[config.mk]
export PLATFORM = sky130hd
export DESIGN_NAME = uart_rx
export DESIGN_NICKNAME = d
export VERILOG_FILES = /design/src/rtl/uart_rx.sv
export SDC_FILE = /design/constraint.sdc
export NUM_CORES = 1
export LEC_CHECK = 0
export BUFFER_PORTS_ARGS = -buffer_cell sky130_fd_sc_hd__buf_2
export CAP_MARGIN = 20
export CORE_UTILIZATION = 50
export CTS_BUF_LIST = sky130_fd_sc_hd__clkbuf_4
export DETAILED_ROUTE_END_ITERATION = 12
export PLACE_DENSITY = 0.69
export SLEW_MARGIN = 25
export SYNTH_ARGS = -nofsm -noshare
export SYNTH_HDL_FRONTEND = slang
export SYNTH_SLANG_ARGS = --single-unit
[constraint.sdc]
create_clock -name clk -period 2 [get_ports clk]
set_input_delay 0.3 -clock clk [delete_from_list [all_inputs] [get_ports clk]]
set_output_delay 0.3 -clock clk [all_outputs]
set_load 0.005 [all_outputs]
[src/rtl/uart_rx.sv]
// ============================================================================
//  Module   : uart_rx
//  Purpose  : Oversampling UART receiver (start, WIDTH data LSB-first, stop)
//             with valid/ready holding register, framing-error and overrun.
//  Revision : 1.0 - initial release
// ============================================================================
`default_nettype none

module uart_rx #(
    parameter int WIDTH        = 8,
    parameter int CLKS_PER_BIT = 16
) (
    input  logic             clk,
    input  logic             reset,
    input  logic             rxIn,
    input  logic             ready,
    output logic [WIDTH-1:0] dataOut,
    output logic             valid,
    output logic             frameErr,
    output logic             overrun
);

    localparam int TW = $clog2(CLKS_PER_BIT) + 1;
    localparam int IW = $clog2(WIDTH) + 1;

    localparam logic [TW-1:0] C_T    = TW'(CLKS_PER_BIT);
    localparam logic [TW-1:0] H_T    = TW'(CLKS_PER_BIT / 2);
    localparam logic [TW-1:0] ONE_T  = TW'(1);
    localparam logic [IW-1:0] LAST_I = IW'(WIDTH - 1);

    typedef enum logic [2:0] {
        WAIT_HIGH = 3'd0,
        IDLE      = 3'd1,
        START     = 3'd2,
        DATA      = 3'd3,
        STOP      = 3'd4
    } state_t;

    state_t             state_q, state_d;
    logic               sync1_q;
    logic               rxS_q;
    logic [TW-1:0]      timer_q, timer_d;
    logic [IW-1:0]      idx_q, idx_d;
    logic [WIDTH-1:0]   shift_q, shift_d;
    logic [WIDTH-1:0]   data_q, data_d;
    logic               valid_q, valid_d;
    logic               ferr_q, ferr_d;
    logic               ovr_q, ovr_d;

    always_ff @(posedge clk) begin
        if (reset) begin
            state_q <= WAIT_HIGH;
            sync1_q <= 1'b1;
            rxS_q   <= 1'b1;
            timer_q <= '0;
            idx_q   <= '0;
            shift_q <= '0;
            data_q  <= '0;
            valid_q <= 1'b0;
            ferr_q  <= 1'b0;
            ovr_q   <= 1'b0;
        end else begin
            state_q <= state_d;
            sync1_q <= rxIn;
            rxS_q   <= sync1_q;
            timer_q <= timer_d;
            idx_q   <= idx_d;
            shift_q <= shift_d;
            data_q  <= data_d;
            valid_q <= valid_d;
            ferr_q  <= ferr_d;
            ovr_q   <= ovr_d;
        end
    end

    // timer_q counts cycles since the last sample point (or since t0 in START);
    // a good-frame load below overrides the handshake clear of valid.
    always_comb begin
        state_d = state_q;
        timer_d = timer_q;
        idx_d   = idx_q;
        shift_d = shift_q;
        data_d  = data_q;
        valid_d = valid_q & ~ready;
        ferr_d  = 1'b0;
        ovr_d   = 1'b0;

        case (state_q)
            WAIT_HIGH: begin
                if (rxS_q) begin
                    state_d = IDLE;
                end
            end
            IDLE: begin
                if (!rxS_q) begin
                    timer_d = ONE_T;
                    idx_d   = '0;
                    // With H=0 the start bit is confirmed at t0 itself.
                    if (H_T == '0) begin
                        state_d = DATA;
                    end else begin
                        state_d = START;
                    end
                end
            end
            START: begin
                timer_d = timer_q + ONE_T;
                if (timer_q == H_T) begin
                    timer_d = ONE_T;
                    idx_d   = '0;
                    state_d = rxS_q ? IDLE : DATA;
                end
            end
            DATA: begin
                timer_d = timer_q + ONE_T;
                if (timer_q == C_T) begin
                    timer_d            = ONE_T;
                    shift_d            = shift_q >> 1;
                    shift_d[WIDTH-1]   = rxS_q;
                    if (idx_q == LAST_I) begin
                        state_d = STOP;
                    end else begin
                        idx_d = idx_q + IW'(1);
                    end
                end
            end
            STOP: begin
                timer_d = timer_q + ONE_T;
                if (timer_q == C_T) begin
                    if (rxS_q) begin
                        state_d = IDLE;
                        if (valid_q && !ready) begin
                            ovr_d = 1'b1;
                        end else begin
                            data_d  = shift_q;
                            valid_d = 1'b1;
                        end
                    end else begin
                        ferr_d  = 1'b1;
                        state_d = WAIT_HIGH;
                    end
                end
            end
            default: begin
                state_d = WAIT_HIGH;
            end
        endcase
    end

    assign dataOut  = data_q;
    assign valid    = valid_q;
    assign frameErr = ferr_q;
    assign overrun  = ovr_q;

endmodule

`default_nettype wire

# Word level (Yosys, flattened, before mapping)
# Cells that the tools add are included.
# word_totals
regBits	33
inputBits	4
out_inout_bits	11
word_cells	68
# classes
n_addsub	2
n_eq_ne	14
muxes	24
bitwise_logic	6
reduce_logical	12
# op_table
op	count
$pmux W5 S4	1
$mux W3	6
$mux W4	4
$mux W5	3
$pmux W3 S5	1
$ne A2 B2 Y1 const B	7
$pmux W4 S3	1
$mux W1	7
$eq A3 B2 Y1 const B	2
$reduce_and A6 Y1	1
$add A5 B1 Y5 const B	1
$eq A5 B4 Y1 const B	1
$eq A5 B5 Y1 const B	1
$not A1 Y1	5
$reduce_and A5 Y1	1
$add A4 B1 Y4 const B	1
$eq A4 B3 Y1 const B	1
$reduce_and A2 Y1	2
$reduce_and A4 Y1	1
$reduce_bool A4 Y1	1
$reduce_or A4 Y1	1
$eq A3 B1 Y1 const B	1
$eq A3 B3 Y1 const B	1
$logic_not A3 Y1	1
other kinds (6)	6

# Longest topological paths before layout
# depth
word_depth	6
ltp_mapped	8
depth_no_buf	7

# Worst setup path before layout
# OpenSTA, ideal clock, no wires.
# synth_path
path_type	reg-to-reg
start	register timer_q[0]
end	register idx_q[1]
setup_ns	0.116
arrival_time_ns	1.713
path_slack_ns	0.171
path_stages_with_launch	9
path_cell_list	dfxtp_1 > inv_1 > ha_1 > and4bb_1 > buf_6 > or3_4 > nand2_4 > nor3_2 > a41o_1
# synth_between
elab_chain_cells	3
word_cells_on_any_way	5
cone_classes	4 x eq/ne; 1 x reduce/logical
# synth_rtl
element	line_no	source
start, declared	42	logic [TW-1:0] timer_q, timer_d;
start signal, assigned	66	timer_q <= timer_d;
$eq A5 B5 Y1 / $eq A5 B4 Y1 (equally long branches)	116, 108	
$ne A2 B2 Y1 (no line)	-	
$reduce_and A5 Y1 (no line) *	-	
end signal, assigned	67	idx_q <= idx_d;
end, declared	43	logic [IW-1:0] idx_q, idx_d;
# Every way passes the cells marked *; elsewhere a longest branch is shown, timed or not.
# A chain may end at the register's enable or synchronous reset.

# Worst setup path in the final report
# layout_path
start	register timer_q[1]
end	register idx_q[1]
# Same word-level chain as after synthesis.

==> impl_metrics.env <==
export IMPL_rsz0062_at_grt="no"
export IMPL_final_cell_area_um2=1640
export IMPL_synthTopCellsByArea="dfxtp_1, nand2_1, a21oi_1"
export IMPL_peakVddDrop_mv=0.715
export IMPL_synthFlopType="dfxtp_1"
export IMPL_cpMaxStageDelayCell="or3_4"
export IMPL_async_flop_share_pct=0
export IMPL_dieHeight_um=56.3
export IMPL_endpoint_kind="flop"
export IMPL_syn_avg_cell_area_um2=8.78
export IMPL_timing_critical_path_buf_inv=1
export IMPL_nets=190
export IMPL_maxCapViolCount=0
export IMPL_maxSlewViolCount=0
export IMPL_synth_common_cells="dfxtp_1, nand2_1, a21oi_1, nor2_1, mux2i_1"
export IMPL_fin_crit_sh_pct=93.3
export IMPL_synthesis_area_um2=1480
export IMPL_ys_ff_latch=33
export IMPL_worst_slew_pin_slew_ns=0.407
export IMPL_dr_total_vias=1215
export IMPL_clock_skew_ns=0.0117
export IMPL_clk_latency_ns=0.34
export IMPL_cts_setup_buffers=0
export IMPL_grt_ovfl_total=0
export IMPL_fillers=252
export IMPL_fmax_ghz=0.536
export IMPL_synth_edf_count=0
export IMPL_grt_total_usage_pct=19.2
export IMPL_fin_ws_ns=0.134
export IMPL_ys_types=44
export IMPL_p_per_area_nw_per_um2=740
export IMPL_worstPathArrival_ns=2.10
export IMPL_netlist_instances=168
export IMPL_portBuffers=14
export IMPL_setup_tns_ns=0
export IMPL_multi_input_area_um2=761
export IMPL_dp_slack_ns=0.0984
export IMPL_clock_sinks=33
export IMPL_max_slew_margin_rel_pct=72.9
export IMPL_fin_hold_ws_ns=0.137
export IMPL_num_antenna_cells=0
export IMPL_hp_class="primary input to flop"
export IMPL_core_um2=2780
export IMPL_vias_per_cell=5.65
export IMPL_seqCellArea_um2=662
export IMPL_num_io_pins=15
export IMPL_first_pass_iters=4
export IMPL_synth_top_area_share_pct=44.8
export IMPL_area_growth_syn_to_layout_pct=11.2
export IMPL_setup_viol=0
export IMPL_critPathKind="flop to flop"
export IMPL_crit_fanout=9
export IMPL_seq_area_frac_synth_pct=44.8
export IMPL_crit_chain="inv_1, ha_1, and4bb_1, or3_4, nand2_4, nor3_2, a41o_1"
export IMPL_cp_start_kind="flop"
export IMPL_post_dp_cell_area_um2=1560
export IMPL_wl_per_cell_um=12.7
export IMPL_die_w_um=56.3
export IMPL_initial_utilization_pct=53.0
export IMPL_cts_tree="yes"
export IMPL_min_period_ns=1.87
export IMPL_yosys_area_top_type="dfxtp_1"
export IMPL_final_layout_size_suffix_gt1_share_pct=17.9
export IMPL_syn_num_nets=175
export IMPL_first_global_vias=1049
export IMPL_htree_num_levels=2
export IMPL_die_area_um2=3170
export IMPL_synth_most_common_cell="dfxtp_1"
export IMPL_place_gp_congestion=0.841
export IMPL_numCtsBuffers=5
export IMPL_yosysWarnings=0
export IMPL_drtAntennaViolNets=0
export IMPL_leakagePower_nw=0.689
export IMPL_clock_path_buffers=2
export IMPL_hpwl_um=1930
export IMPL_drt_wl_total_um=2730
export IMPL_drtIter0Drc=47
export IMPL_holdBufCountCts=0
export IMPL_critPathRequiredTime_ns=2.24
export IMPL_max_stage_delay_ns=0.41
export IMPL_cts_reportedPaths_clkPinSlew_ns=0.09
export IMPL_outcome="completed"
export IMPL_placementRows=19
export IMPL_cp_top_family="simple AND/OR/NAND/NOR gates"
export IMPL_remaining_drc_errors=0
export IMPL_root_buffer="clkbuf_4"
export IMPL_grt_first_pass_wirelength_um=4620
export IMPL_hold_violations=0
export IMPL_grt_max_degree=22
export IMPL_antenna_found_initial=0
stage by stage:
step / power (mW) / util [%] / std cells
4_1_cts: 1.22 / 58.9 / 215
3_3_place_gp: 0.738 / 56.1 / 207
5_1_grt: 1.27 / 59.0 / 215
3_5_place_dp: 0.739 / 56.1 / 207
6_report: 1.21 / 59.0 / 215
2_1_floorplan: 0.726 / - / 168
cell usage in the layout (no fill, tap or decap), types with 2 or more instances in the layout:
cell and n:
dfxtp_1 32, nand2b_1 2, inv_1 4, nand4bb_1 2, nor3_1 2, mux2i_1 9
clkbuf_4 6, nor2_1 17, buf_4 2, nand2_1 25, o21ai_1 2, a22oi_1 2
buf_2 14, a31oi_1 4, nor4b_1 2, nand3_1 6, a21oi_1 18, or2_2 2
ha_1 3, nor3b_1 2, o21ai_0 2
sequential cells by signal, indices dropped and copies added, names as in the netlist:
register  count
overrun       1
shift_q       8
sync1_q       1
rxS_q         1
state_q       3
dataOut       8
frameErr      1
idx_q         4
timer_q       5
valid         1
power by group:
part	switching [mW]	internal, mW	leakage [nW]	total (mW)
logic	0.0302	0.0197	0.378	0.0499
registers	0.0117	0.663	0.267	0.675
clock network	0.215	0.274	0.0433	0.489
total	0.257	0.956	0.689	1.21
timing repair:
action / 4_1_cts / 5_1_grt
resized for setup: 0 / 1
setup endpoints to repair: 0 / 1
hold endpoints to repair: 0 / 0
area by class of cell:
class / count / share of cell area, %
timing repair buffer: 16 / 5.19
clock buffer: 6 / 2.75
multi-input combinational: 123 / 46.4
sequential: 33 / 40.4
inverter: 4 / 0.915
tap: 31 / 2.36
clock inverter: 2 / 2.06
layer usage:
metal	vias up	track usage, %	part of all wire (%)
met1	549	24.1	47
met4	0	11.5	2.5
li1	625	-	-
met5	-	0	0
met3	8	4.84	5.5
met2	33	29.6	45
worst paths after layout:
path	slack [ns]	from	cells past startpoint	to
worst min register to register	0.42	sync1_q$_SDFF_PP1_	1	rxS_q$_SDFF_PP1_
worst max-delay path	0.13	timer_q[1]$_SDFFE_PP0P_	7	idx_q[1]$_SDFFE_PP0P_
worst min-delay path	0.14	rxIn	2	sync1_q$_SDFF_PP1_
worst max register to register	0.13	timer_q[1]$_SDFFE_PP0P_	7	idx_q[1]$_SDFFE_PP0P_
kinds of logic (layout without fill, tap and decap cells):
logic type,Yosys count,in the layout,synth area share (%)
simple gates,74,74,27.6
buf+inv,12,28,3.65
compound gates,37,37,15.4
mux,9,9,6.11
flops,33,33,44.8
fa+ha+maj,3,3,2.54
worst register-to-register path, cell delays in order, from the launching register on:
cell and delay [ns]:
dfxtp_1 0.38, inv_1 0.06, ha_1 0.21, and4bb_1 0.29, or3_4 0.41, nand2_4 0.12, nor3_2 0.07, a41o_1 0.24
(Power assumes the default switching activity.)
